$ cat src/rtl/store_drain_unit.sv
// Store drain unit: commits store-queue head stores to memory as 64-bit blocks,
// using read-modify-write for partial stores.
module store_drain_unit #(
  parameter int unsigned TAG_WIDTH    = 4,
  parameter int unsigned WAIT_TIMEOUT = 255,
  parameter int unsigned ROB_WIDTH    = 5
) (
  input  logic                 clock,
  input  logic                 reset,
  input  logic                 sq_req_valid,
  input  logic [31:0]          sq_req_addr,
  input  logic [1:0]           sq_req_size,
  input  logic [63:0]          sq_req_data,
  input  logic [ROB_WIDTH-1:0] sq_req_rob_idx,
  output logic                 sq_req_accept,
  output logic [1:0]           proc2mem_command,
  output logic [31:0]          proc2mem_addr,
  output logic [63:0]          proc2mem_data,
  input  logic [TAG_WIDTH-1:0] mem2proc_transaction_tag,
  input  logic [TAG_WIDTH-1:0] mem2proc_data_tag,
  input  logic [63:0]          mem2proc_data,
  output logic                 store_done_valid,
  output logic [ROB_WIDTH-1:0] store_done_rob_idx,
  output logic                 misalign_err,
  output logic                 busy,
  output logic [31:0]          busy_block_addr
);

  localparam logic [1:0] IDLE    = 2'd0;
  localparam logic [1:0] RD_REQ  = 2'd1;
  localparam logic [1:0] RD_WAIT = 2'd2;
  localparam logic [1:0] WR_REQ  = 2'd3;

  localparam logic [1:0] MEM_NONE  = 2'd0;
  localparam logic [1:0] MEM_LOAD  = 2'd1;
  localparam logic [1:0] MEM_STORE = 2'd2;

  localparam logic [7:0] TIMEOUT_LAST = 8'(WAIT_TIMEOUT - 1);

  logic [1:0]           state_q, state_d;
  logic [31:0]          block_addr_q, block_addr_d;
  logic [ROB_WIDTH-1:0] rob_q, rob_d;
  logic [63:0]          wmask_q, wmask_d;
  logic [63:0]          shifted_q, shifted_d;
  logic [63:0]          merged_q, merged_d;
  logic [TAG_WIDTH-1:0] tag_q, tag_d;
  logic [7:0]           cnt_q, cnt_d;
  logic                 misalign_q, misalign_d;

  logic [2:0]  off;
  logic [7:0]  base_mask;
  logic [7:0]  req_mask;
  logic [63:0] req_wmask;
  logic [63:0] req_shifted;
  logic        misaligned;
  logic        fire;
  logic        tag_ok;

  assign off    = sq_req_addr[2:0];
  assign fire   = sq_req_valid && sq_req_accept;
  assign tag_ok = (mem2proc_transaction_tag != '0);

  always_comb begin
    base_mask  = 8'h01;
    misaligned = 1'b0;
    unique case (sq_req_size)
      2'd0: begin base_mask = 8'h01; misaligned = 1'b0;          end
      2'd1: begin base_mask = 8'h03; misaligned = off[0];        end
      2'd2: begin base_mask = 8'h0f; misaligned = |off[1:0];     end
      2'd3: begin base_mask = 8'hff; misaligned = |off;          end
      default: ;
    endcase
    req_mask = base_mask << off;
    for (int i = 0; i < 8; i++) begin
      req_wmask[8*i +: 8] = {8{req_mask[i]}};
    end
    req_shifted = (sq_req_data << {off, 3'b000}) & req_wmask;
  end

  always_comb begin
    state_d      = state_q;
    block_addr_d = block_addr_q;
    rob_d        = rob_q;
    wmask_d      = wmask_q;
    shifted_d    = shifted_q;
    merged_d     = merged_q;
    tag_d        = tag_q;
    cnt_d        = cnt_q;
    misalign_d   = 1'b0;
    unique case (state_q)
      IDLE: begin
        if (fire) begin
          if (misaligned) begin
            misalign_d = 1'b1;
          end else begin
            block_addr_d = {sq_req_addr[31:3], 3'b000};
            rob_d        = sq_req_rob_idx;
            wmask_d      = req_wmask;
            shifted_d    = req_shifted;
            // A full-block store needs no read; its merged value is the data itself.
            merged_d     = req_shifted;
            state_d      = (sq_req_size == 2'd3) ? WR_REQ : RD_REQ;
          end
        end
      end
      RD_REQ: begin
        if (tag_ok) begin
          tag_d   = mem2proc_transaction_tag;
          cnt_d   = '0;
          state_d = RD_WAIT;
        end
      end
      RD_WAIT: begin
        cnt_d = cnt_q + 8'd1;
        if (mem2proc_data_tag == tag_q) begin
          merged_d = (mem2proc_data & ~wmask_q) | (shifted_q & wmask_q);
          state_d  = WR_REQ;
        end else if (cnt_q == TIMEOUT_LAST) begin
          // Give up on this tag; any late return of it no longer matches.
          tag_d   = '0;
          state_d = RD_REQ;
        end
      end
      WR_REQ: begin
        if (tag_ok) begin
          state_d = IDLE;
        end
      end
      default: state_d = IDLE;
    endcase
  end

  always_ff @(posedge clock or negedge reset) begin
    if (!reset) begin
      state_q      <= IDLE;
      block_addr_q <= '0;
      rob_q        <= '0;
      wmask_q      <= '0;
      shifted_q    <= '0;
      merged_q     <= '0;
      tag_q        <= '0;
      cnt_q        <= '0;
      misalign_q   <= 1'b0;
    end else begin
      state_q      <= state_d;
      block_addr_q <= block_addr_d;
      rob_q        <= rob_d;
      wmask_q      <= wmask_d;
      shifted_q    <= shifted_d;
      merged_q     <= merged_d;
      tag_q        <= tag_d;
      cnt_q        <= cnt_d;
      misalign_q   <= misalign_d;
    end
  end

  always_comb begin
    proc2mem_command = MEM_NONE;
    proc2mem_addr    = '0;
    proc2mem_data    = '0;
    unique case (state_q)
      RD_REQ: begin
        proc2mem_command = MEM_LOAD;
        proc2mem_addr    = block_addr_q;
      end
      WR_REQ: begin
        proc2mem_command = MEM_STORE;
        proc2mem_addr    = block_addr_q;
        proc2mem_data    = merged_q;
      end
      default: ;
    endcase
  end

  assign sq_req_accept      = reset && (state_q == IDLE);
  assign store_done_valid   = (state_q == WR_REQ) && tag_ok;
  assign store_done_rob_idx = store_done_valid ? rob_q : '0;
  assign misalign_err       = misalign_q;
  assign busy               = (state_q != IDLE);
  assign busy_block_addr    = busy ? block_addr_q : '0;

endmodule

$ cat config.mk
export PLATFORM = sky130hd
export DESIGN_NAME = store_drain_unit
export DESIGN_NICKNAME = d
export VERILOG_FILES = /design/src/rtl/store_drain_unit.sv
export SDC_FILE = /design/constraint.sdc
export NUM_CORES = 1
export LEC_CHECK = 0
export ABC_CLOCK_PERIOD_IN_PS = 2700
export CAP_MARGIN = 15
export CORE_UTILIZATION = 49
export CTS_CLUSTER_SIZE = 8
export DETAILED_ROUTE_END_ITERATION = 10
export GPL_ROUTABILITY_DRIVEN = 0
export MAX_ROUTING_LAYER = met4
export PLACE_DENSITY = 0.82
export SETUP_SLACK_MARGIN = 0.2
export SKIP_CTS_REPAIR_TIMING = 1
export SYNTH_ARGS = -nofsm -noshare
export SYNTH_HDL_FRONTEND = slang
export SYNTH_SLANG_ARGS = --single-unit
$ cat constraint.sdc
create_clock -name clock -period 2.7 [get_ports clock]
set_clock_uncertainty 0.1 [all_clocks]
set_input_delay 0.405 -clock clock [delete_from_list [all_inputs] [get_ports clock]]
set_output_delay 0.405 -clock clock [all_outputs]
set_load 0.05 [all_outputs]
[Yosys cells after proc, flatten, opt, wreduce, memory -nomap -nowiden]
Index checks and enable logic that the tools add are counted.
Word-level totals
  register bits after elaboration: 234
  word-level logic and storage cells: 79
  output and inout port bits: 139
  input bits: 178
Cells by class
  equality and inequality tests: 16
  reduce and logical (&&, ||, !) cells: 17
  muxes and demuxes: 28
  bitwise operators: 6
  add/subtract/negate cells: 1
  shift operators: 2
Operators by type and width (count)
  2-to-1 mux 64 bit: 4
  bitwise AND 64 bit: 3
  case mux 64 bit (2 select lines): 1
  2-to-1 mux 32 bit: 2
  inverter 64 bit: 1
  bitwise OR 64 bit: 1
  << shifter 64 x 6 -> 64 bit: 1
  case mux 8 bit (4 select lines): 1
  case mux 8 bit (2 select lines): 1
  2-to-1 mux 2 bit: 7
  != test 2 bit, second input constant: 7
  2-to-1 mux 4 bit: 3
  adder 8 x 1 -> 8 bit, second input constant: 1
  equality test 2 bit, second input constant: 4
  equality test 8 bit, second input constant: 1
  2-to-1 mux 8 bit: 1
  case mux 2 bit (4 select lines): 1
  case mux 4 bit (2 select lines): 1
  AND reduction 4 bit: 2
  << shifter 8 x 3 -> 8 bit: 1
  nonzero test 2 bit: 3
  2-to-1 mux 5 bit: 1
  AND reduction 5 bit: 1
  equality test 2 x 1 -> 1 bit, second input constant: 2
  other kinds (13): 19

[Logic depth before layout (Yosys ltp)]
Gate-level depths: netlist of the first run.
  depth in word-level cells: 7
  depth in mapped cells: 8
  gate-level depth less buffers: 6

[Least setup slack after synthesis of the first run]
Ideal clock, no wire load.
  kind: flip-flop to output port
  start point: reg state_q[0]
  end point: out store_done_rob_idx[0]
  path slack: 0.351 ns
  path buffers: 2
  cell stages (with the launch flop): 5
  arrival: 1.844 ns
  data required time: 2.195 ns
  path through: dfrtp_1 -> clkbuf_1 -> and2_1 -> clkbuf_1 -> and3_1
Between the ends
  cells in the longest elaborated chain, start to end: 3
Ends and longest elaborated chain
  start: declaration: RTL line 40  | logic [1:0] state_q, state_d;
  start signal: assignment: RTL line 145  | state_q <= state_d;
  equality test 2 bit: RTL line 176  | assign store_done_valid = (state_q == WR_REQ) && tag_ok;
  logical AND 1 bit: RTL line 176
  2-to-1 mux 5 bit: RTL line 177  | assign store_done_rob_idx = store_done_valid ? rob_q : '0;
  end: declaration: RTL line 23  | output logic [ROB_WIDTH-1:0] store_done_rob_idx,
Every way passes these cells.

[Worst setup path in the final report of the first run]
  start point: in mem2proc_transaction_tag[1]
  end point: out store_done_rob_idx[2]
Between the ends
  cells in the longest elaborated chain, start to end: 3
Ends and longest elaborated chain
  start: declaration: RTL line 19  | input logic [TAG_WIDTH-1:0] mem2proc_transaction_tag,
  nonzero test 4 bit: RTL line 61  | assign tag_ok = (mem2proc_transaction_tag != '0);
  logical AND 1 bit: RTL line 176
  2-to-1 mux 5 bit: RTL line 177
Every way passes these cells.

==> results.yml, run 1 <==
logic_synthesis:
  yosys.cell_count.top_type: "nand2_1"
  synth_flop_cell: "dfrtp_1"
  synth_mux_area_frac: 0.1748
  synth_commonest_cells: "nand2_1, dfrtp_1, mux2i_1, and3_1, o21ai_0"
  synth-compound-area-share: 0.1627
  synthesis.area_mm2: 0.01141
  synth_edf_count: 0
  synth_adder_area_share: 0.002194
  avgSynthCellArea_um2: 9.684
  ys_async_sr_fraction: 1.000
  synth_cell_type_count: 69
  syn_inst: 1178
  yosysWarnings: 0
  synth_area_leaders: "dfrtp_1, mux2i_1, nand2_1"
  yosys.area.top_type_share: 0.4058
  ys_seq_area_frac: 0.4058
  yosys.area_share.xor_xnor: 0.004607
  yosysTopAreaCell: "dfrtp_1"
  synth_top_family_by_area: "simple AND/OR/NAND/NOR gates"
  ys_ff_latch: 185
  yosys.area_share.simple: 0.1923
hold_path:
  hold_class: "in2async"
critical_path:
  cp-end-kind: "primary output"
  rr_worst_depth: 6
  critical_path_class: "in2out"
  arrival_ps: 1990
  crit_required_ps: 2190
  rr_endpoint: "merged_q[58]$_DFFE_PN0P_"
  critPathMaxFanout: 10
  critPathLaunchType: "input pin"
  ff2ff_setup_slack_ps: 310
  r2r-start: "state_q[0]$_DFFE_PN0P_"
global_routing:
  grt_overflow: 0
  grt_max_degree: 131
  grt_pass1_vias: 10600
  grt.busiest_layer: "met2"
  track_usage: 0.3293
  met2_usage: 0.5227
  grt_first_pass_wirelength_mm: 58.71
  antenna_found_initial: 2
  grt_use_met1: 0.3939
  grt_use_met3: 0.06164
timing:
  hold_viol_final: 0
  setup_viol: 0
  drv_slew: 0
  rsz0062_at_grt: "yes"
  clock.fmax_mhz: 401.6
  setup_ws_ps: 209.8
  slew-limit-headroom: 0.4046
  period_minus_slack_ps: 2490
  tightest_slew_ps: 887.1
  tns_ps: 0
  post-route-period-util: 0.9223
  whs_ps: 38.07
clock_network:
  cts_buffers: 17
  cts_tree: "built"
  clk_pin_slew_ps: 60
  clock_latency_ps: 430
  htreeDepth: 4
  cts-root-buf: "clkbuf_16"
  clock-sinks: 185
  clockBufferDepth: 2
floorplanning:
  die_y_um: 154.6
  core_area_mm2: 0.02271
  rows: 55
  initial_core_util: 0.5023
  io_pins: 317
  die_x_um: 154.6
  design.die.area_mm2: 0.02389
placed_design:
  place_ws_ps: 2.619
  hpwl_mm: 27.94
  dp.cells: 1718
  portBuffers: 310
final_layout:
  area_growth_pct: 43.82
  final_nets: 1637
  finalNonFillerCells: 1756
  drive_gt1_frac: 0.1831
outcome:
  status: "finished clean"
power:
  p_leak_uw: 0.007688
  vdd_drop_max_v: 0.0005306
  power_density_mw_per_mm2: 919.0
route:
  wirelength_mm: 37.81
  vias: 10700
  drtIter0Drc: 1028
  drc: 0
  viasPerCell: 6.093
  drtPass1Iterations: 5
  wl_per_cell_um: 21.53
  ant_nets: 0
run:
  maxCapViolCount: 0
registers in the layout (all words and copies together), names as in the netlist:
register and flops:
cnt_q 8, shifted_q 64, misalign_err 1, merged_q 64, rob_q 5, state_q 2, tag_q 4, wmask_q 8
block_addr_q 29
area by class of cell:
type / instances / area (um2)
fill: 1587 / 6304
multi-input combinational: 874 / 6166
sequential: 185 / 4637
timing repair buffer: 367 / 4599
clock buffer: 19 / 432.9
tap: 285 / 356.6
clock inverter: 12 / 163.9
inverter: 12 / 45.04
antenna: 2 / 5.005
report_power, final:
group	internal (uW)	switching (uW)
clock network	1470	1110
registers	3870	895
logic	3480	4260
total	8810	6260
through the flow:
stage | total power, uW | util | area [um2]
after detailed placement | 12340 | 0.6905 | 15680
after CTS | 14950 | 0.7168 | 16280
after floorplan | 9108 | - | 11430
final | 15080 | 0.7224 | 16410
after global routing | 15830 | 0.7224 | 16410
after global placement | 12110 | 0.6905 | 15680
critical path, cell delays in order:
cell and delay (ps):
clkdlybuf4s50_1 410, or4_1 710, and3_1 270, buf_4 190
cells by family (layout without fill, tap and decap cells):
family          after synthesis  in the layout
mux                         168            168
xor+xnor                      6              6
buf+inv                     124            410
flops                       185            185
compound gates              258            258
simple gates                434            434
other cells                   1              8
fa+ha+maj                     2              2
layer usage:
layer,up-vias,wire [um]
li1,4788,-
met1,5150,14370
met2,629,18170
met3,132,3100
met4,0,2165
met5,-,0
layout by cell type, fill, tap and decap left out, types with 6 or more instances in the layout:
master,netlist,final
conb_1,1,6
a22o_1,14,14
nand3_1,8,8
nand3b_1,12,12
nor2b_1,39,38
dlymetal6s2s_1,0,15
o211ai_1,33,33
a21oi_1,17,17
o21ai_0,64,64
a22oi_1,18,18
nand2_1,210,210
buf_4,10,57
and2_1,43,42
a211o_1,7,6
inv_1,11,11
a21o_1,11,11
o21ai_1,8,8
a211oi_1,9,9
dfrtp_1,185,183
nor2_1,17,16
o22ai_1,14,14
mux2_2,26,26
nor3_1,8,8
clkbuf_16,0,17
o2bb2ai_1,8,8
and3_1,73,73
mux2_1,22,22
mux4_2,17,17
clkdlybuf4s50_1,0,187
mux2i_1,95,95
mux2_4,8,8
o221ai_1,21,21
buf_12,0,103
how the worst max path moves through the flow:
stage / slack, ps / from / endpoint
after CTS: -170 / state_q[0]$_DFFE_PN0P_ / store_done_rob_idx[2]
after global routing: 160 / mem2proc_transaction_tag[1] / store_done_rob_idx[2]
after detailed placement: 3 / sq_req_size[0] / merged_q[27]$_DFFE_PN0P_
after global placement: 100 / sq_req_size[0] / merged_q[25]$_DFFE_PN0P_
after floorplan: 350 / state_q[0]$_DFFE_PN0P_ / store_done_rob_idx[0]
final: 210 / mem2proc_transaction_tag[1] / store_done_rob_idx[2]
(Power assumes the default switching activity.)
==> run 2, diff against run 1 <==
--- a/config.mk
+++ b/config.mk
@@ -14,4 +14,5 @@
 export MAX_ROUTING_LAYER = met4
 export PLACE_DENSITY = 0.82
+export REMOVE_ABC_BUFFERS = 1
 export SETUP_SLACK_MARGIN = 0.2
 export SKIP_CTS_REPAIR_TIMING = 1
--- a/constraint.sdc
+++ b/constraint.sdc
@@ -3,3 +3,3 @@
 set_input_delay 0.405 -clock clock [delete_from_list [all_inputs] [get_ports clock]]
 set_output_delay 0.405 -clock clock [all_outputs]
-set_load 0.05 [all_outputs]
+set_load 0.1 [all_outputs]
==> results.yml, run 2 (synthesis gave the netlist of run 1 again) <==
final_layout:
  fillerInstances: 1644
  top_regs: "merged_q (64), shifted_q (64), block_addr_q (29)"
  final_nets: 1641
  drive_gt1_frac: 0.2042
  final_common_cell: "nand2_1"
  area_growth_pct: 43.45
  mostFrequentLayoutCells: "nand2_1, dfrtp_1, clkdlybuf4s50_1, buf_12, mux2i_1"
clock_network:
  clk_pin_slew_ps: 70
  htreeDepth: 4
  clock-sinks: 185
  cts-root-buf: "clkbuf_16"
  cts_buffers: 17
  cts_tree: "built"
  clock_latency_ps: 430
  clockBufferDepth: 2
placed_design:
  place_ws_ps: 18.12
  portBuffers: 310
  hpwl_mm: 29.01
route:
  wl_per_cell_um: 21.73
  drtPass1Iterations: 6
  ant_nets: 0
  wirelength_mm: 38.24
  drc: 0
  vias: 10710
  drtIter0Drc: 1040
  viasPerCell: 6.087
floorplanning:
  die_x_um: 154.6
  io_pins: 317
  initial_core_util: 0.5023
  core_area_mm2: 0.02271
  die_y_um: 154.6
  rows: 55
  design.die.area_mm2: 0.02389
timing:
  slew-limit-headroom: 0.3974
  post-route-period-util: 0.8926
  period_minus_slack_ps: 2410
  setup_ws_ps: 289.9
  setup_viol: 0
  tightest_slew_ps: 903.9
  drv_slew: 0
  hold_viol_final: 0
  clock.fmax_mhz: 414.9
  rsz0062_at_grt: "no"
critical_path:
  cp-end-kind: "primary output"
  critPathMaxFanout: 13
  cp_cell_sequence: "buf_4 > nor2b_1 > buf_12"
  crit_slowest_cell: "nor2b_1"
  cp_num_buf_inv: 2
  r2r-start: "tag_q[0]$_DFFE_PN0P_"
  critical_path_class: "reg2out"
  crit_required_ps: 2190
  critPathLaunchType: "flip-flop"
  worstSetupStartpoint: "state_q[0]$_DFFE_PN0P_"
  path_delay_family: "simple AND/OR/NAND/NOR gates"
  slowest_delay_ps: 550
  arrival_ps: 1910
global_routing:
  track_usage: 0.3334
  grt_pass1_vias: 10620
  grt_max_degree: 98
  antenna_found_initial: 1
  grt_overflow: 0
  grt_first_pass_wirelength_mm: 59.26
run:
  maxCapViolCount: 0
power:
  power_density_mw_per_mm2: 1017
  p_int_uw: 8613
  sw_frac_of_total: 0.4824
  p_clk_frac: 0.145
  power.switching_uw: 8029
  p_leak_uw: 0.007499
  pwr-share-comb: 0.569
  share_seq_of_total_power: 0.285
  vdd_drop_max_v: 0.0006755
  total_power_uw: 16640
hold_path:
  hold_class: "reg2reg"
  min_from: "rob_q[4]$_DFFE_PN0P_"
outcome:
  status: "finished clean"
## run 2: cell types whose count changed in the layout (fill, tap and decap cells not counted), sizes merged
cell | previous run | this run
buf | 165 | 195
bufinv | 3 | 1
clkbuf | 19 | 21
clkdlybuf4s50 | 187 | 174
clkinv | 2 | 5
diode | 2 | 1
dlygate4sd3 | 0 | 1
dlymetal6s2s | 15 | 0
inv | 16 | 15
## run 2: area by class of cell
class,count,area [um2],share of cell area
multi-input combinational,874,6163,0.3767
sequential,185,4632,0.2831
timing repair buffer,371,4602,0.2812
clock buffer,20,446.7,0.02730
tap,285,356.6,0.02179
clock inverter,12,115.1,0.007035
inverter,12,45.04,0.002753
antenna,1,2.502,0.0001529
## run 2: metal layers
| layer | up-vias | part of all wire | global-route usage |
|---|---|---|---|
| li1 | 4800 | - | - |
| met1 | 5168 | 0.39 | 0.4129 |
| met2 | 625 | 0.47 | 0.5249 |
| met3 | 120 | 0.094 | 0.07929 |
| met4 | 0 | 0.044 | 0.1372 |
| met5 | - | 0 | - |
## run 2: worst reg2reg max path, stage by stage, from the launching register on
cell	delay (ps)
dfrtp_1	410
xnor2_1	200
nand4_1	300
o21ai_4	530
buf_12	240
mux2_1	360
## run 2: power groups by stage
stage          clock [uW]  sequential (uW)  combinational (uW)
2_1_floorplan           0             4590                6030
3_3_place_gp            0             4720                9210
3_5_place_dp            0             4780                9380
4_1_cts              2440             4740                9420
5_1_grt              2560             4880                9950
6_report             2420             4750                9470
## run 2: path summary, 6_finish.rpt
path                                        endpoint  slack (ps)  cells after the start
setup / recovery                 proc2mem_command[0]         290                      3
hold / removal                  rob_q[4]$_DFFE_PN0P_         370                      2
setup reg to reg            merged_q[17]$_DFFE_PN0P_         430                      5
hold reg to reg                 rob_q[4]$_DFFE_PN0P_         370                      2
max in group asynchronous    wmask_q[23]$_DFFE_PN0P_         780                      4
min in group asynchronous  shifted_q[14]$_DFFE_PN0P_         480                      3
## run 2: metrics by stage
step | utilization | cells | instance area (um2) | TNS, ps | hold slack [ps]
after floorplan | - | 1071 | 10820 | -421590 | 9.409
after global placement | 0.6936 | 1723 | 15750 | 0 | 349.7
after detailed placement | 0.6936 | 1723 | 15750 | 0 | 358.5
after CTS | 0.7183 | 1755 | 16310 | 0 | -78.00
after global routing | 0.7206 | 1760 | 16360 | 0 | 397.1
final | 0.7206 | 1760 | 16360 | 0 | 370.7
